[config.mk]
export PLATFORM = sky130hd
export DESIGN_NAME = cv32e40p_if_stage_ft_manager
export DESIGN_NICKNAME = d
export VERILOG_FILES = /design/src/rtl/cv32e40p_pkg2_ft.sv /design/src/rtl/cv32e40p_ft_breakage_counter.sv /design/src/rtl/cv32e40p_if_stage_ft_manager.sv
export SDC_FILE = /design/constraint.sdc
export NUM_CORES = 1
export LEC_CHECK = 0
export ABC_AREA = 0
export CORE_MARGIN = 2
export CORE_UTILIZATION = 40
export DETAILED_ROUTE_END_ITERATION = 6
export GPL_TIMING_DRIVEN = 0
export SYNTH_ARGS = -nofsm -noshare
export SYNTH_HDL_FRONTEND = slang
export SYNTH_HIERARCHICAL = 1
export SYNTH_SLANG_ARGS = --single-unit
[constraint.sdc]
create_clock -name clk -period 4.2 [get_ports clk]
set_clock_uncertainty 0.05 [all_clocks]
set_input_delay 0.63 -clock clk [delete_from_list [all_inputs] [get_ports clk]]
set_output_delay 0.63 -clock clk [all_outputs]
set_load 0.005 [all_outputs]
[src/rtl/cv32e40p_pkg2_ft.sv]
// Shared constants for the IF-stage fault-tolerance manager.
// Holds the sub-unit indices, the default breakage-monitor settings and the
// recovery FSM state type used by cv32e40p_if_stage_ft_manager.
package cv32e40p_pkg2_ft;

    // IF-stage sub-unit indices
    localparam int unsigned IFST_PC_I       = 0;
    localparam int unsigned IFST_PREFETCH_I = 1;
    localparam int unsigned IFST_FSM_I      = 2;
    localparam int unsigned IFST_PIPE_I     = 3;
    localparam int unsigned IFST_ALIGNER_I  = 4;
    localparam int unsigned IFST_CDEC_I     = 5;
    localparam int unsigned IFST_N_SUB      = 6;
    localparam int unsigned IFST_ID_W       = 3;

    // Per-unit breakage monitor defaults
    localparam int unsigned FT_COUNT_BIT          = 8;
    localparam int unsigned FT_INC_DEC_BIT        = 2;
    localparam int unsigned FT_INCREMENT          = 1;
    localparam int unsigned FT_DECREMENT          = 1;
    localparam int unsigned FT_BREAKING_THRESHOLD = 3;

    typedef enum logic [1:0] {
        IDLE = 2'd0,
        REQ  = 2'd1,
        BUSY = 2'd2
    } ifst_ftm_state_e;

endpackage

[src/rtl/cv32e40p_ft_breakage_counter.sv]
// One breakage monitor: saturating up/down counter plus a sticky broken flag.
// Ports:
//   clk, rst_n   clock, asynchronous active-low reset
//   clear_i      synchronous clear of count and broken flag (overrides err_i)
//   err_i        voter mismatch flag for this unit
//   cnt_o        current count
//   broken_o     sticky flag, set when the next count reaches the threshold
module cv32e40p_ft_breakage_counter
    import cv32e40p_pkg2_ft::*;
#(
    parameter int unsigned COUNT_BIT          = FT_COUNT_BIT,
    parameter int unsigned INC_DEC_BIT        = FT_INC_DEC_BIT,
    parameter int unsigned INCREMENT          = FT_INCREMENT,
    parameter int unsigned DECREMENT          = FT_DECREMENT,
    parameter int unsigned BREAKING_THRESHOLD = FT_BREAKING_THRESHOLD
) (
    input  logic                 clk,
    input  logic                 rst_n,
    input  logic                 clear_i,
    input  logic                 err_i,
    output logic [COUNT_BIT-1:0] cnt_o,
    output logic                 broken_o
);

    localparam logic [INC_DEC_BIT-1:0] INC_STEP = INC_DEC_BIT'(INCREMENT);
    localparam logic [INC_DEC_BIT-1:0] DEC_STEP = INC_DEC_BIT'(DECREMENT);
    // Steps zero-extended into the COUNT_BIT+1 intermediate so the top bit
    // flags overflow (increment) or borrow (decrement).
    localparam logic [COUNT_BIT:0] INC_EXT = {{(COUNT_BIT + 1 - INC_DEC_BIT){1'b0}}, INC_STEP};
    localparam logic [COUNT_BIT:0] DEC_EXT = {{(COUNT_BIT + 1 - INC_DEC_BIT){1'b0}}, DEC_STEP};
    localparam logic [COUNT_BIT-1:0] THRESH = COUNT_BIT'(BREAKING_THRESHOLD);

    logic [COUNT_BIT-1:0] cnt_q, cnt_d;
    logic                 broken_q, broken_d;
    logic [COUNT_BIT:0]   sum, diff;

    always_comb begin
        sum  = {1'b0, cnt_q} + INC_EXT;
        diff = {1'b0, cnt_q} - DEC_EXT;
        if (clear_i) begin
            cnt_d    = '0;
            broken_d = 1'b0;
        end else begin
            if (err_i) begin
                cnt_d = sum[COUNT_BIT] ? '1 : sum[COUNT_BIT-1:0];
            end else begin
                cnt_d = diff[COUNT_BIT] ? '0 : diff[COUNT_BIT-1:0];
            end
            broken_d = broken_q | (cnt_d >= THRESH);
        end
    end

    always_ff @(posedge clk or negedge rst_n) begin
        if (!rst_n) begin
            cnt_q    <= '0;
            broken_q <= 1'b0;
        end else begin
            cnt_q    <= cnt_d;
            broken_q <= broken_d;
        end
    end

    assign cnt_o    = cnt_q;
    assign broken_o = broken_q;

endmodule

[src/rtl/cv32e40p_if_stage_ft_manager.sv]
// Fault-tolerance manager for the six IF-stage sub-units.
// One breakage monitor per unit plus a round-robin arbiter that offers units with
// pending errors (and not broken) to the controller over a req/gnt/done handshake.
// Ports:
//   clk, rst_n            clock, asynchronous active-low reset
//   err_i[N_SUB]          per-unit voter mismatch flags
//   clear_i               clears counters, broken, pending, rr pointer and the FSM
//   rec_req_o, rec_id_o   recovery request and unit index (held while requesting)
//   rec_gnt_i, rec_done_i controller accept / recovery finished
//   broken_o, fatal_o     sticky per-unit broken flags and their OR
//   cnt_o                 packed counters, unit k at [k*COUNT_BIT +: COUNT_BIT]
module cv32e40p_if_stage_ft_manager
    import cv32e40p_pkg2_ft::*;
#(
    parameter int unsigned N_SUB              = IFST_N_SUB,
    parameter int unsigned ID_W               = IFST_ID_W,
    parameter int unsigned COUNT_BIT          = FT_COUNT_BIT,
    parameter int unsigned INC_DEC_BIT        = FT_INC_DEC_BIT,
    parameter int unsigned INCREMENT          = FT_INCREMENT,
    parameter int unsigned DECREMENT          = FT_DECREMENT,
    parameter int unsigned BREAKING_THRESHOLD = FT_BREAKING_THRESHOLD
) (
    input  logic                       clk,
    input  logic                       rst_n,
    input  logic [N_SUB-1:0]           err_i,
    input  logic                       clear_i,
    output logic                       rec_req_o,
    output logic [ID_W-1:0]            rec_id_o,
    input  logic                       rec_gnt_i,
    input  logic                       rec_done_i,
    output logic [N_SUB-1:0]           broken_o,
    output logic                       fatal_o,
    output logic [N_SUB*COUNT_BIT-1:0] cnt_o
);

    ifst_ftm_state_e  state_q, state_d;
    logic             rec_req_q, rec_req_d;
    logic [ID_W-1:0]  rec_id_q, rec_id_d;
    logic [ID_W-1:0]  rr_ptr_q, rr_ptr_d;
    logic [N_SUB-1:0] pending_q, pending_d;
    logic [N_SUB-1:0] eligible, done_mask;
    logic [ID_W-1:0]  pick_id, idx_id;
    logic             found;

    for (genvar k = 0; k < N_SUB; k++) begin : g_mon
        cv32e40p_ft_breakage_counter #(
            .COUNT_BIT          (COUNT_BIT),
            .INC_DEC_BIT        (INC_DEC_BIT),
            .INCREMENT          (INCREMENT),
            .DECREMENT          (DECREMENT),
            .BREAKING_THRESHOLD (BREAKING_THRESHOLD)
        ) u_cnt (
            .clk      (clk),
            .rst_n    (rst_n),
            .clear_i  (clear_i),
            .err_i    (err_i[k]),
            .cnt_o    (cnt_o[k*COUNT_BIT +: COUNT_BIT]),
            .broken_o (broken_o[k])
        );
    end

    assign fatal_o  = |broken_o;
    assign eligible = pending_q & ~broken_o;

    // First eligible unit at or after rr_ptr, wrapping modulo N_SUB.
    always_comb begin
        found   = 1'b0;
        pick_id = '0;
        idx_id  = '0;
        for (int unsigned i = 0; i < N_SUB; i++) begin
            idx_id = ID_W'((32'(rr_ptr_q) + i) % N_SUB);
            if (!found && eligible[idx_id]) begin
                found   = 1'b1;
                pick_id = idx_id;
            end
        end
    end

    always_comb begin
        done_mask = '0;
        if (state_q == BUSY && rec_done_i) begin
            done_mask[rec_id_q] = 1'b1;
        end
    end

    always_comb begin
        state_d   = state_q;
        rec_req_d = rec_req_q;
        rec_id_d  = rec_id_q;
        rr_ptr_d  = rr_ptr_q;
        // A new error in the completion cycle keeps the unit pending.
        pending_d = (pending_q & ~done_mask) | err_i;
        case (state_q)
            IDLE: begin
                if (found) begin
                    rec_id_d  = pick_id;
                    rec_req_d = 1'b1;
                    state_d   = REQ;
                end
            end
            REQ: begin
                if (rec_gnt_i) begin
                    rec_req_d = 1'b0;
                    state_d   = BUSY;
                end
            end
            BUSY: begin
                if (rec_done_i) begin
                    rr_ptr_d = (rec_id_q == ID_W'(N_SUB - 1)) ? '0 : rec_id_q + 1'b1;
                    state_d  = IDLE;
                end
            end
            default: begin
                rec_req_d = 1'b0;
                state_d   = IDLE;
            end
        endcase
        if (clear_i) begin
            state_d   = IDLE;
            rec_req_d = 1'b0;
            rec_id_d  = '0;
            rr_ptr_d  = '0;
            pending_d = '0;
        end
    end

    always_ff @(posedge clk or negedge rst_n) begin
        if (!rst_n) begin
            state_q   <= IDLE;
            rec_req_q <= 1'b0;
            rec_id_q  <= '0;
            rr_ptr_q  <= '0;
            pending_q <= '0;
        end else begin
            state_q   <= state_d;
            rec_req_q <= rec_req_d;
            rec_id_q  <= rec_id_d;
            rr_ptr_q  <= rr_ptr_d;
            pending_q <= pending_d;
        end
    end

    assign rec_req_o = rec_req_q;
    assign rec_id_o  = rec_id_q;

endmodule

# Word-level counts from Yosys, hierarchy flattened
# Cells that the tools add are included.
# W data, S select, Z words.
dict set report classes {
  shifts 0
  mux 80
  n_bitwise 11
  div 6
  n_reduce_logical 22
  magnitude_cmp 14
  mul 0
  n_eq_ne 7
  add_sub_neg 18
}
# op count
set ops {}
lappend ops {{$mux W8} 30}
lappend ops {{$mod A32 B3 Y32 const B} 5}
lappend ops {{$add A8 B1 Y9 const B} 6}
lappend ops {{$sub A8 B1 Y9 const B} 6}
lappend ops {{$ge A8 B2 Y1 const B} 6}
lappend ops {{$mux W3} 13}
lappend ops {{$mod A3 B3 Y32 const B} 1}
lappend ops {{$lt A3 B4 Y1 const B} 7}
lappend ops {{$mux W1} 22}
lappend ops {{$bmux W1 S3} 6}
lappend ops {{$and A6 B6 Y6} 2}
lappend ops {{$mux W6} 2}
lappend ops {{$not A6 Y6} 2}
lappend ops {{$ne A3 B3 Y1 const B} 3}
lappend ops {{$add A3 B2 Y4 const B} 2}
lappend ops {{$add A3 B3 Y4 const B} 2}
lappend ops {{$mux W2} 4}
lappend ops {{$reduce_bool A2 Y1} 4}
lappend ops {{$logic_and A1 B1 Y1} 7}
lappend ops {{$or A1 B1 Y1} 6}
lappend ops {{$or A6 B6 Y6} 1}
lappend ops {{$pmux W2 S3} 1}
lappend ops {{$reduce_and A3 Y1} 2}
lappend ops {{$reduce_or A6 Y1} 1}
lappend ops {{12 further kinds} 17}
dict set report totals {
  out_inout_bits 59
  elab_cells 175
  inputBits 11
  mem_bits_rw 0
  latch_bits 0
  mem_bits_ro 0
  memories 0
  register_bits 69
}

# Depth between registers and ports, before layout
dict set report logic_depth {
  depth_word 23
  ltp_mapped 15
  mapped_depth_nobuf 13
}

# Modules after synthesis
# The synthesis kept the hierarchy.
# module seq_area_each_um2 cells_each instances area_per_inst_um2
set by_module_without_submodules {}
lappend by_module_without_submodules {cv32e40p_ft_breakage_counter 225.2 85 6 726.9}
lappend by_module_without_submodules {cv32e40p_if_stage_ft_manager 375.4 216 1 1715.4}

# Worst setup path before layout
# No wires, ideal clock.
dict set report synth_timing {
  path_type {flip-flop to flip-flop}
  start {register rr_ptr_q[2]}
  end {register rec_id_q[2] (netlist: rec_id_o[2])}
  t_arrival_ns 3.019
  setup_slack_ns 1.065
  period_less_slack_ns 3.135
  path_buffers 2
  t_required_ns 4.084
  path_stages_with_launch 16
  setup_time_ns 0.066
  path_cell_list {dfrtp_1 > buf_6 > inv_2 > ha_1 > buf_2 > nand2_1 > nand2_1 > ha_1 > nand2b_1 > o21bai_1 > a21oi_1 > a221oi_1 > mux2_1 > o31a_1 > nor2_1 > a221o_1}
}
dict set report synth_between {
  elab_chain_cells 22
  elab_cells_between_ends 50
  classes_between {5 x add/sub; 6 x div; 27 x mux; 12 x reduce/logical}
}
# item line
set synth_rtl {}
lappend synth_rtl {{start, declared} cv32e40p_if_stage_ft_manager.sv:39} ;# logic [ID_W-1:0] rr_ptr_q, rr_ptr_d;
lappend synth_rtl {{start signal, assigned} cv32e40p_if_stage_ft_manager.sv:138} ;# rr_ptr_q <= rr_ptr_d;
lappend synth_rtl {{branches (longest 22 deep; another with $mod A32 B3 Y32)} --}
lappend synth_rtl {{end signal, assigned} cv32e40p_if_stage_ft_manager.sv:137} ;# rec_id_q <= rec_id_d;
lappend synth_rtl {{end, declared} cv32e40p_if_stage_ft_manager.sv:38} ;# logic [ID_W-1:0] rec_id_q, rec_id_d;
# Several ways; the timed one is not identified. The select of a mux whose other input is x is not followed.
# A chain may end at the register's enable or synchronous reset.

# Final worst setup path
# Ends and elaborated chain as after synthesis.

==> flow_summary.toml <==
[clock_tree]
cts_tree = "done"
clkSinkCount = 69
htreeDepth = 3
post_cts_resized = 0
cts_setup_buffers = 0
cts_root_buf = "clkbuf_16"
clkLatencyLatePin_ns = 0.34
holdBufCountCts = 0
clkTransAtPathRegs_ns = 0.06
numCtsBuffers = 9
cts_buffer_depth = 2

[place]
dp_slack_ns = 0.525
dp.final_hpwl_um = 12600
gp_congestion = 0.933
port-buffer-count = 68
place_inst = 983

[timing]
hold_violations = 0
setup_ws_ns = 0.463
rsz0062_at_grt = "no"
fmax_mhz = 268
report.final.slew_viol_count = 0
setup_violations = 0
relSlewSlack_pct = 55.7
worstMarginPinSlew_ns = 0.659
fin_crit_sh_pct = 89.0
fin_crit_ns = 3.74

[detailed_routing]
drt-initial-drc-count = 473
drc = 0
vias_per_cell = 6.15
drt-total-wl_um = 17000
routed-via-count = 6140
drtPass1Iterations = 5
ant_nets = 0
wl_per_cell_um = 17.0

[worst_setup_path]
crit_required_ns = 4.43
crit_arrival_ns = 3.97
cp-start-kind = "flop"
worst_setup_path_end_kind = "flop"
worstSetupPathType = "reg -> reg"
critPathMaxFanout = 9

[floorplan]
rows = 45
die_area_um2 = 16200
die_width_um = 127
io_pins = 70
die_height_um = 127
start_util_pct = 40.4
core_um2 = 15000

[grt]
grt_pass1_wl_um = 28200
antenna_found_initial = 0
grt_pass1_vias = 5610
grtUsageTotal_pct = 21.1
overflow = 0
grt_max_degree = 43

[yosys]
yosys-top-cells-count = "nor2_1, a21oi_1, dfrtp_1, nand2_1, o21ai_0"
ys_seq_area_share_pct = 28.4
ys_types = 76
synth_top_cell_area_share_pct = 28.4
synth.most_common_cell = "nor2_1"
synth_area_leader_cell = "dfrtp_1"
synth_area_leaders = "dfrtp_1, nor2_1, a21oi_1"
ys.flop_type = "dfrtp_1"
async_flop_share_pct = 100
netlist_instances = 726
ys_ff_latch = 69
netlist_area_um2 = 6080
avgSynthCellArea_um2 = 8.37
syn-num-nets = 759
ys_warn_count = 6
synth-edff-count = 0

[finish]
drive_gt1_share_pct = 12.9
syn_to_final_growth_pct = 21.2
fin_util_pct = 49.0
finalNetCount = 839
stdcell_count = 999
fillCellCount = 1443
n_antenna_cell = 0

[job]
maxCapViolCount = 0

[worst_hold_path]
hold_class = "in -> async"

[power]
p_leak_nw = 2.99
ir_drop_mv = 0.400
p_per_area_nw_per_um2 = 681

[outcome]
outcome = "finished, final reports clean"
critical path, stage by stage (launching register included):
cell,delay [ns]
dfrtp_1,0.42
buf_6,0.19
inv_2,0.06
ha_1,0.16
buf_2,0.17
nand2_1,0.16
nand2_1,0.08
ha_1,0.28
nand2b_1,0.18
o21bai_1,0.20
a21oi_1,0.09
a221oi_1,0.53
mux2_1,0.47
o31a_1,0.35
nor2_1,0.15
a221o_1,0.16
flip-flops by register name, indices dropped and copies added (netlist names):
name,cells
state_q,2
rec_id_o,3
rec_req_o,1
g_mon.u_cnt/broken_o,6
pending_q,6
g_mon.u_cnt/cnt_o,48
rr_ptr_q,3
per-stage QoR:
stage	cell area (µm²)	power [mW]	hold slack, ns	TNS, ns
after floorplan	6080	3.10	0.284	0
after global placement	6990	4.06	0.453	-7.23
after detailed placement	7020	4.08	0.467	0
after CTS	7370	5.01	0.171	0
after global routing	7370	5.39	0.185	0
final	7370	5.02	0.167	0
power by group:
group	leakage (nW)	total [mW]	switching (mW)	internal [mW]
clock network	0.162	0.900	0.317	0.583
registers	0.915	1.29	0.411	0.882
logic	1.92	2.83	1.46	1.37
per-layer routing:
layer	routed length (µm)	GRT usage, %	up-vias	part of all wire (%)
met5	0	0	-	0
met4	204	5.30	0	1.2
met3	788	3.73	14	4.6
met2	7900	32.5	209	47
met1	8080	30.6	2991	48
li1	-	-	2926	-
path summary, 6_finish.rpt:
path                       cells after the start  slack, ns                 endpoint    startpoint
setup / recovery                              15       0.46              rec_id_o[2]   rr_ptr_q[2]
hold / removal                                 1       0.17  g_mon[5].u_cnt/cnt_o[2]         rst_n
setup reg to reg                              15       0.46              rec_id_o[2]   rr_ptr_q[2]
hold reg to reg                                2       0.47             pending_q[0]  pending_q[0]
max in group asynchronous                      2       3.38  g_mon[4].u_cnt/cnt_o[0]         rst_n
min in group clk                               2       0.47             pending_q[0]  pending_q[0]
area by class of cell:
| cell class | instances | area [µm²] | share of cell area [%] |
|---|---|---|---|
| Sequential cell | 69 | 1730 | 23.4 |
| Clock inverter | 7 | 123 | 1.66 |
| Clock buffer | 9 | 225 | 3.06 |
| Timing Repair Buffer | 69 | 706 | 9.58 |
| Buffer | 40 | 210 | 2.85 |
| Inverter | 32 | 120 | 1.63 |
| Multi-Input combinational cell | 585 | 4020 | 54.6 |
| Tap cell | 188 | 235 | 3.19 |
kinds of logic after synthesis:
| kind of cell | share of synthesized area (%) |
|---|---|
| DFF | 28.4 |
| adders and majority gates | 4.53 |
| xor gates and xnor gates | 0.865 |
| and+or+nand+nor | 28.7 |
| buffers and inverters | 5.44 |
| muxes | 3.11 |
| AOI/OAI and AO/OA | 28.9 |
placed cells by master (no fill, tap or decap), drive strengths merged, types with 8 or more instances in the layout:
cell	Yosys	final
nor2	98	98
a21oi	70	70
dfrtp	69	69
clkdlybuf4s50	0	67
o21ai	39	39
buf	37	39
nand2	36	36
inv	32	33
nand3	32	32
and3	27	27
ha	22	22
a21o	19	19
nand4	19	19
nor2b	18	18
a211oi	16	16
nor4	13	13
a22oi	12	12
clkbuf	3	12
or4	12	12
mux2i	11	11
a31oi	10	10
o221ai	9	9
o211ai	8	8
nor4b	8	8
(Power assumes the default switching activity.)
